**src/rtl/ps2_pkg.sv**
```systemverilog
// Shared scan-code constants, FSM states and event record for the PS/2 key event path.
package ps2_pkg;

   // Prefix bytes
   localparam logic [7:0] SC_E0 = 8'hE0;
   localparam logic [7:0] SC_E1 = 8'hE1;
   localparam logic [7:0] SC_F0 = 8'hF0;

   // Modifier and lock make codes
   localparam logic [7:0] SC_LSHIFT = 8'h12;
   localparam logic [7:0] SC_RSHIFT = 8'h59;
   localparam logic [7:0] SC_CTRL   = 8'h14;
   localparam logic [7:0] SC_ALT    = 8'h11;
   localparam logic [7:0] SC_CAPS   = 8'h58;
   localparam logic [7:0] SC_NUM    = 8'h77;

   // Bytes after a Pause (E1) prefix that are swallowed
   localparam logic [2:0] SKIP_LEN = 3'd7;

   typedef enum logic [2:0] {
      StIdle,
      StExt,
      StBrk,
      StExtBrk,
      StSkip
   } ps2_state_e;

   // Event record; mods = {caps_lock, ctrl, alt, shift}
   typedef struct packed {
      logic [7:0] code;
      logic       ext;
      logic       rpt;
      logic [3:0] mods;
   } ps2_event_t;

   localparam int unsigned EV_W = $bits(ps2_event_t);

   // Keyboard status/ack bytes that never carry key information
   function automatic logic is_discard(logic [7:0] b);
      return (b == 8'h00) || (b == 8'hAA) || (b == 8'hEE) ||
             (b == 8'hFA) || (b == 8'hFE) || (b == 8'hFF);
   endfunction

endpackage

```
**src/rtl/ps2_evt_fifo.sv**
```systemverilog
// Synchronous event FIFO; head is read from registers, so no input-to-output path.
module ps2_evt_fifo #(
   parameter int unsigned DEPTH = 4,
   parameter int unsigned WIDTH = 14
) (
   input  logic             clk,
   input  logic             rst_n,
   input  logic             push,
   input  logic [WIDTH-1:0] wdata,
   input  logic             pop,
   output logic [WIDTH-1:0] rdata,
   output logic             full,
   output logic             empty
);

   localparam int unsigned AW = (DEPTH > 1) ? $clog2(DEPTH) : 1;

   logic [WIDTH-1:0] mem_q [DEPTH];
   logic [AW:0]      wr_ptr_q, rd_ptr_q;
   logic [AW-1:0]    rd_idx, last_idx;
   logic             do_push, do_pop;

   assign empty    = (wr_ptr_q == rd_ptr_q);
   assign full     = (wr_ptr_q[AW] != rd_ptr_q[AW]) &&
                     (wr_ptr_q[AW-1:0] == rd_ptr_q[AW-1:0]);
   assign do_pop   = pop && !empty;
   // Push into a full FIFO only succeeds when the head leaves in the same cycle
   assign do_push  = push && (!full || do_pop);
   assign rd_idx   = rd_ptr_q[AW-1:0];
   assign last_idx = rd_idx - AW'(1);
   // When empty, keep presenting the most recently popped entry
   assign rdata    = empty ? mem_q[last_idx] : mem_q[rd_idx];

   // Storage and pointer update
   always_ff @(posedge clk or negedge rst_n) begin
      if (!rst_n) begin
         wr_ptr_q <= '0;
         rd_ptr_q <= '0;
         for (int i = 0; i < int'(DEPTH); i++) mem_q[i] <= '0;
      end else begin
         if (do_push) begin
            mem_q[wr_ptr_q[AW-1:0]] <= wdata;
            wr_ptr_q                <= wr_ptr_q + 1'b1;
         end
         if (do_pop) rd_ptr_q <= rd_ptr_q + 1'b1;
      end
   end

endmodule

```
**src/rtl/ps2_key_event_ctrl.sv**
```systemverilog
// Turns the raw PS/2 scan-code byte stream into buffered key events plus modifier state.
module ps2_key_event_ctrl
   import ps2_pkg::*;
#(
   parameter int unsigned FIFO_DEPTH  = 4,
   parameter int unsigned TIMEOUT_CYC = 2000000,
   parameter int unsigned PASS_REPEAT = 0
) (
   input  logic       clk,
   input  logic       rst_n,
   input  logic       code_valid,
   input  logic [7:0] code_byte,
   output logic       ev_valid,
   input  logic       ev_ready,
   output logic [7:0] ev_code,
   output logic       ev_ext,
   output logic       ev_repeat,
   output logic [3:0] ev_mods,
   output logic       held,
   output logic [7:0] cur_code,
   output logic [7:0] prev_code,
   output logic [7:0] key_count,
   output logic       shift,
   output logic       ctrl,
   output logic       alt,
   output logic       caps_lock,
   output logic       num_lock,
   output logic       overflow
);

   localparam int unsigned TW = $clog2(TIMEOUT_CYC) + 1;

   ps2_state_e state_q, state_d;
   logic [2:0]    skip_q, skip_d;
   logic [TW-1:0] tmo_q, tmo_d;
   logic shl_q, shl_d, shr_q, shr_d, ctrl_q, ctrl_d, alt_q, alt_d;
   logic caps_q, caps_d, num_q, num_d, caps_held_q, caps_held_d, num_held_q, num_held_d;
   logic held_q, held_d, held_ext_q, held_ext_d, ovf_q, ovf_d;
   logic [7:0] cur_q, cur_d, prev_q, prev_d, kc_q, kc_d;

   logic       do_make, do_break, key_ext, push_req;
   ps2_event_t push_ev, head_ev;
   logic       fifo_full, fifo_empty, fifo_pop, fifo_push;
   logic [3:0] mods_now;

   assign mods_now  = {caps_q, ctrl_q, alt_q, shl_q | shr_q};
   assign fifo_pop  = !fifo_empty && ev_ready;
   assign fifo_push = push_req && (!fifo_full || fifo_pop);

   // Prefix FSM, timeout, key tracking and event generation
   always_comb begin
      state_d     = state_q;
      skip_d      = skip_q;
      tmo_d       = tmo_q;
      shl_d       = shl_q;
      shr_d       = shr_q;
      ctrl_d      = ctrl_q;
      alt_d       = alt_q;
      caps_d      = caps_q;
      num_d       = num_q;
      caps_held_d = caps_held_q;
      num_held_d  = num_held_q;
      held_d      = held_q;
      held_ext_d  = held_ext_q;
      cur_d       = cur_q;
      prev_d      = prev_q;
      kc_d        = kc_q;
      ovf_d       = ovf_q;
      do_make     = 1'b0;
      do_break    = 1'b0;
      key_ext     = 1'b0;
      push_req    = 1'b0;
      push_ev     = '{code: code_byte, ext: 1'b0, rpt: 1'b0, mods: mods_now};

      if (code_valid) begin
         tmo_d = '0;
         unique case (state_q)
            StIdle: begin
               if (code_byte == SC_E0) state_d = StExt;
               else if (code_byte == SC_F0) state_d = StBrk;
               else if (code_byte == SC_E1) begin
                  state_d = StSkip;
                  skip_d  = SKIP_LEN;
               end else if (!is_discard(code_byte)) do_make = 1'b1;
            end
            StExt: begin
               state_d = StIdle;
               if (code_byte == SC_F0) state_d = StExtBrk;
               else if (code_byte != SC_E0 && code_byte != SC_LSHIFT) begin
                  do_make = 1'b1;
                  key_ext = 1'b1;
               end
            end
            StBrk: begin
               state_d  = StIdle;
               do_break = 1'b1;
            end
            StExtBrk: begin
               state_d  = StIdle;
               do_break = 1'b1;
               key_ext  = 1'b1;
            end
            StSkip: begin
               skip_d = skip_q - 3'd1;
               if (skip_q == 3'd1) begin
                  state_d  = StIdle;
                  kc_d     = kc_q + 8'd1;
                  push_req = 1'b1;
                  push_ev  = '{code: SC_E1, ext: 1'b0, rpt: 1'b0, mods: mods_now};
               end
            end
            default: state_d = StIdle;
         endcase
      end else if (state_q != StIdle) begin
         // Abandon a prefix sequence whose remaining bytes never arrived
         if (tmo_q == TW'(TIMEOUT_CYC - 1)) begin
            state_d = StIdle;
            skip_d  = '0;
            tmo_d   = '0;
         end else begin
            tmo_d = tmo_q + 1'b1;
         end
      end

      if (do_make) begin
         push_ev.ext = key_ext;
         if (code_byte == SC_LSHIFT) shl_d = 1'b1;
         else if (code_byte == SC_RSHIFT) shr_d = 1'b1;
         else if (code_byte == SC_CTRL) ctrl_d = 1'b1;
         else if (code_byte == SC_ALT) alt_d = 1'b1;
         else if (code_byte == SC_CAPS) begin
            // Toggle only on the first make; typematic repeats leave the lock alone
            if (!caps_held_q) caps_d = ~caps_q;
            caps_held_d = 1'b1;
         end else if (code_byte == SC_NUM && !key_ext) begin
            if (!num_held_q) num_d = ~num_q;
            num_held_d = 1'b1;
         end else if (held_q && held_ext_q == key_ext && cur_q == code_byte) begin
            if (PASS_REPEAT != 0) begin
               push_req    = 1'b1;
               push_ev.rpt = 1'b1;
            end
         end else begin
            prev_d     = cur_q;
            cur_d      = code_byte;
            kc_d       = kc_q + 8'd1;
            held_d     = 1'b1;
            held_ext_d = key_ext;
            push_req   = 1'b1;
         end
      end

      if (do_break) begin
         if (code_byte == SC_LSHIFT) shl_d = 1'b0;
         else if (code_byte == SC_RSHIFT) shr_d = 1'b0;
         else if (code_byte == SC_CTRL) ctrl_d = 1'b0;
         else if (code_byte == SC_ALT) alt_d = 1'b0;
         else if (code_byte == SC_CAPS) caps_held_d = 1'b0;
         else if (code_byte == SC_NUM && !key_ext) num_held_d = 1'b0;
         else if (held_q && held_ext_q == key_ext && cur_q == code_byte) held_d = 1'b0;
      end

      if (push_req && fifo_full && !fifo_pop) ovf_d = 1'b1;
   end

   // State registers
   always_ff @(posedge clk or negedge rst_n) begin
      if (!rst_n) begin
         state_q     <= StIdle;
         skip_q      <= '0;
         tmo_q       <= '0;
         shl_q       <= 1'b0;
         shr_q       <= 1'b0;
         ctrl_q      <= 1'b0;
         alt_q       <= 1'b0;
         caps_q      <= 1'b0;
         num_q       <= 1'b0;
         caps_held_q <= 1'b0;
         num_held_q  <= 1'b0;
         held_q      <= 1'b0;
         held_ext_q  <= 1'b0;
         cur_q       <= '0;
         prev_q      <= '0;
         kc_q        <= '0;
         ovf_q       <= 1'b0;
      end else begin
         state_q     <= state_d;
         skip_q      <= skip_d;
         tmo_q       <= tmo_d;
         shl_q       <= shl_d;
         shr_q       <= shr_d;
         ctrl_q      <= ctrl_d;
         alt_q       <= alt_d;
         caps_q      <= caps_d;
         num_q       <= num_d;
         caps_held_q <= caps_held_d;
         num_held_q  <= num_held_d;
         held_q      <= held_d;
         held_ext_q  <= held_ext_d;
         cur_q       <= cur_d;
         prev_q      <= prev_d;
         kc_q        <= kc_d;
         ovf_q       <= ovf_d;
      end
   end

   ps2_evt_fifo #(
      .DEPTH (FIFO_DEPTH),
      .WIDTH (EV_W)
   ) u_fifo (
      .clk   (clk),
      .rst_n (rst_n),
      .push  (fifo_push),
      .wdata (push_ev),
      .pop   (fifo_pop),
      .rdata (head_ev),
      .full  (fifo_full),
      .empty (fifo_empty)
   );

   assign ev_valid  = !fifo_empty;
   assign ev_code   = head_ev.code;
   assign ev_ext    = head_ev.ext;
   assign ev_repeat = head_ev.rpt;
   assign ev_mods   = head_ev.mods;
   assign held      = held_q;
   assign cur_code  = cur_q;
   assign prev_code = prev_q;
   assign key_count = kc_q;
   assign shift     = shl_q | shr_q;
   assign ctrl      = ctrl_q;
   assign alt       = alt_q;
   assign caps_lock = caps_q;
   assign num_lock  = num_q;
   assign overflow  = ovf_q;

endmodule

```
**config.mk**
```make
export PLATFORM = sky130hd
export DESIGN_NAME = ps2_key_event_ctrl
export DESIGN_NICKNAME = d
export VERILOG_FILES = /design/src/rtl/ps2_pkg.sv /design/src/rtl/ps2_evt_fifo.sv /design/src/rtl/ps2_key_event_ctrl.sv
export SDC_FILE = /design/constraint.sdc
export NUM_CORES = 1
export LEC_CHECK = 0
export BUFFER_PORTS_ARGS = -buffer_cell sky130_fd_sc_hd__buf_2
export CAP_MARGIN = 40
export CORE_MARGIN = 5
export CORE_UTILIZATION = 55
export CTS_BUF_LIST = sky130_fd_sc_hd__clkbuf_4 sky130_fd_sc_hd__clkbuf_8
export DETAILED_ROUTE_END_ITERATION = 8
export PLACE_DENSITY_LB_ADDON = 0.2
export SYNTH_ARGS = -nofsm -noshare
export SYNTH_HDL_FRONTEND = slang
export SYNTH_SLANG_ARGS = --single-unit
export TNS_END_PERCENT = 20
```
**constraint.sdc**
```tcl
create_clock -name clk -period 4 [get_ports clk]
set_input_delay 1 -clock clk [delete_from_list [all_inputs] [get_ports clk]]
set_output_delay 1 -clock clk [all_outputs]
set_load 0.05 [all_outputs]
```
==> flow_metrics.py <==
metrics = {
    "synth": {
        "syn_inst": 562,
        "synth_top_cell_area_share": 0.4666,
        "ys_seq_area_frac": 0.4666,
        "synth_ff_type": "dfrtp_1",
        "synth_area_leaders": "dfrtp_1 (47%), mux4_2 (9.0%), mux2_2 (8.7%)",
        "synth_edf_count": 0,
        "synth_common_cells": "dfrtp_1 (121), mux2_2 (50), nand2_1 (39), nor2_1 (39), mux4_2 (26)",
        "synth_warnings": 0,
        "synth_nets": 583,
        "syn_area_sq_um": 6490,
        "synth_top_cell_by_area": "dfrtp_1",
        "async_reset_ff_frac": 1.000,
        "yosysMostFrequentCell": "dfrtp_1",
        "yosysUniqueCellTypes": 59,
        "syn_avg_cell_area_sq_um": 11.55,
        "synth_seq_cells": 121,
    },
    "cts": {
        "root_buffer": "clkbuf_8",
        "post_cts_resized": 0,
        "cts_max_path_buffers": 2,
        "cts.clk_slew.worst_paths_ns": 0.07,
        "postCtsHoldBufs": 0,
        "htree_levels": 4,
        "cts_made_buffers": 17,
        "clock_sinks": 121,
        "clk_latency_ns": 0.44,
        "cts_tree": "built",
        "cts_setup_buffers": 0,
    },
    "global_routing": {
        "grt_usage": 0.2221,
        "overflow": 0,
        "antenna_found_initial": 0,
        "grt_pass1_wl_mm": 25.09,
        "grt_pass1_vias": 4799,
        "grt_max_degree": 67,
    },
    "routing": {
        "drt_iter0_drc": 532,
        "drc_errors": 0,
        "ant_nets": 0,
        "via_per_inst": 6.180,
        "wirelength_mm": 14.76,
        "wl_per_cell_um": 18.70,
        "first_pass_iters": 5,
        "vias": 4876,
    },
    "final_layout": {
        "fill_cells": 909,
        "regArea_sq_um": 3028,
        "drive_gt1_frac": 0.3235,
        "utilization": 0.6470,
        "syn_to_final_growth_pct": 14.81,
        "num_antenna_cells": 0,
        "multiInputGateArea_sq_um": 3277,
        "num-nets-final": 654,
    },
    "sta": {
        "rsz0062_at_grt": "false",
        "timing.setup.tns_ns": 0,
        "finalSetupViolCount": 0,
        "timing.fmax_mhz": 288.2,
        "report.final.slew_viol_count": 0,
        "tightest_slew_ns": 0.8357,
        "clock_skew_ns": 0.007437,
        "hold_violations": 0,
        "period_minus_slack_ns": 3.469,
        "max-slew-margin-rel": 0.4429,
        "fin_hold_ws_ns": 0.4694,
        "finalCritPeriodShare": 0.8674,
    },
    "power_and_ir_drop": {
        "power_per_cell_area_nw_per_um2": 840.2,
        "vdd_drop_max_mv": 0.6110,
        "leakagePower_nw": 3.300,
    },
    "critical_path": {
        "crit_path_start_kind": "flip-flop",
        "required_ns": 3.00,
        "path_max_fanout": 14,
        "path_cells": "ha_1, mux4_2, mux2_2, buf_2",
        "worstPathBufferInverterCount": 1,
        "crit_slowest_cell": "ha_1",
        "arrival_ns": 2.47,
        "path_delay_family": "adder cells",
        "critical_path_class": "reg2out",
        "max_stage_delay_ns": 0.74,
        "worstSetupEndpointType": "primary output",
    },
    "floorplanning": {
        "die_w_um": 118.6,
        "rows": 39,
        "die_h_um": 118.6,
        "core_area_sq_um": 11520,
        "start_util": 0.5636,
        "dieArea_sq_um": 14070,
        "pin_count": 58,
    },
    "hold_path": {
        "hp-class": "reg2reg",
    },
    "placed_design": {
        "place.gp.congestion": 0.8476,
        "hpwl_mm": 10.13,
        "io_buffers": 56,
    },
    "status": {
        "status": "complete, no violations",
    },
    "run": {
        "cap_violations": 0,
    },
}
power by group:
part / total, mW / internal [mW] / switching (mW) / leakage (nW)
combinational: 3.12 / 1.23 / 1.89 / 1.55
sequential: 1.98 / 1.63 / 0.354 / 1.53
clock: 1.16 / 0.689 / 0.467 / 0.220
total: 6.26 / 3.55 / 2.71 / 3.30
cells by family (layout without fill, tap and decap cells):
family          after synthesis  in the layout  synth area share
buf+inv                      42            126           0.02949
flops                       121            121            0.4666
other cells                   1              1         0.0005778
compound gates              108            108            0.1259
simple gates                167            167            0.1313
fa+ha+maj                     9              9           0.01735
xor+xnor                     35             35           0.04723
mux                          79             79            0.1816
cell type report:
| cell class | count | share of cell area |
|---|---|---|
| multi-input combinational | 399 | 0.4398 |
| sequential | 121 | 0.4064 |
| timing repair buffer | 81 | 0.06650 |
| clock buffer | 24 | 0.04097 |
| tap | 143 | 0.02401 |
| clock inverter | 8 | 0.01579 |
| inverter | 13 | 0.006549 |
final timing paths:
path / start / end / slack, ns / cells past startpoint
max: u_fifo.rd_ptr_q[0] / ev_ext / 0.53 / 4
min: key_count[7] / key_count[7] / 0.47 / 1
max reg2reg: state_q[1] / u_fifo.mem_q[42] / 1.07 / 7
min reg2reg: key_count[7] / key_count[7] / 0.47 / 1
max in group asynchronous: rst_n / key_count[4] / 2.54 / 2
min in group asynchronous: rst_n / u_fifo.mem_q[17] / 0.67 / 1
flip-flops by register name, summed over array words and instances (netlist names), 3 cells and up:
register         count
state_q              3
tmo_q               22
u_fifo.rd_ptr_q      3
cur_code             8
u_fifo.mem_q        52
skip_q               3
u_fifo.wr_ptr_q      3
prev_code            8
key_count            8
per-layer routing:
metal | global-route usage | vias up | wire [um]
li1 | - | 2234 | -
met1 | 0.3079 | 2489 | 6526
met2 | 0.3496 | 143 | 7245
met3 | 0.06208 | 10 | 863
met4 | 0.05503 | 0 | 121
met5 | 0 | - | 0
stage by stage:
step	setup WS [ns]	cells	power [mW]	cell area, sq um
final	0.5306	789	6.260	7451
after global routing	0.3985	789	6.628	7451
after detailed placement	0.1545	757	5.141	7028
after global placement	0.2427	757	5.056	7028
after floorplan	0.5436	562	4.409	6490
after CTS	0.5130	789	6.318	7451
layout by cell type, fill, tap and decap left out, types with 3 or more instances in the layout:
master       n
nand4_1      8
clkbuf_8    20
nand2b_1     3
nor3_1       6
a31oi_1      6
a21o_1       5
xnor2_1     21
and3_1       8
or2_2        8
inv_1       12
bufinv_16    3
ha_1         9
xor2_1      14
nand3_1     23
a2bb2oi_1    4
clkbuf_4     4
buf_4       24
dfrtp_1    121
nor4_1      10
o21ai_0     23
buf_2       55
a21oi_1     16
nor2_1      39
o31ai_1      4
or4_1        3
mux2i_1      3
a22o_1      16
or3_1        3
o41ai_1      3
a21oi_2      4
nand2_1     39
clkinv_2     4
mux2_2      50
nor2b_1      4
o22a_1      13
mux4_2      26
worst register-to-register path: stages (launching register included):
cell and delay [ns]:
dfrtp_1 0.53, nor2_1 0.27, nand2_1 0.12, a2111o_1 0.48
a21oi_4 0.28, nand3_4 0.28, a21oi_2 0.46, mux2_2 0.39
No activity file was read; power rests on OpenSTA's default activity.
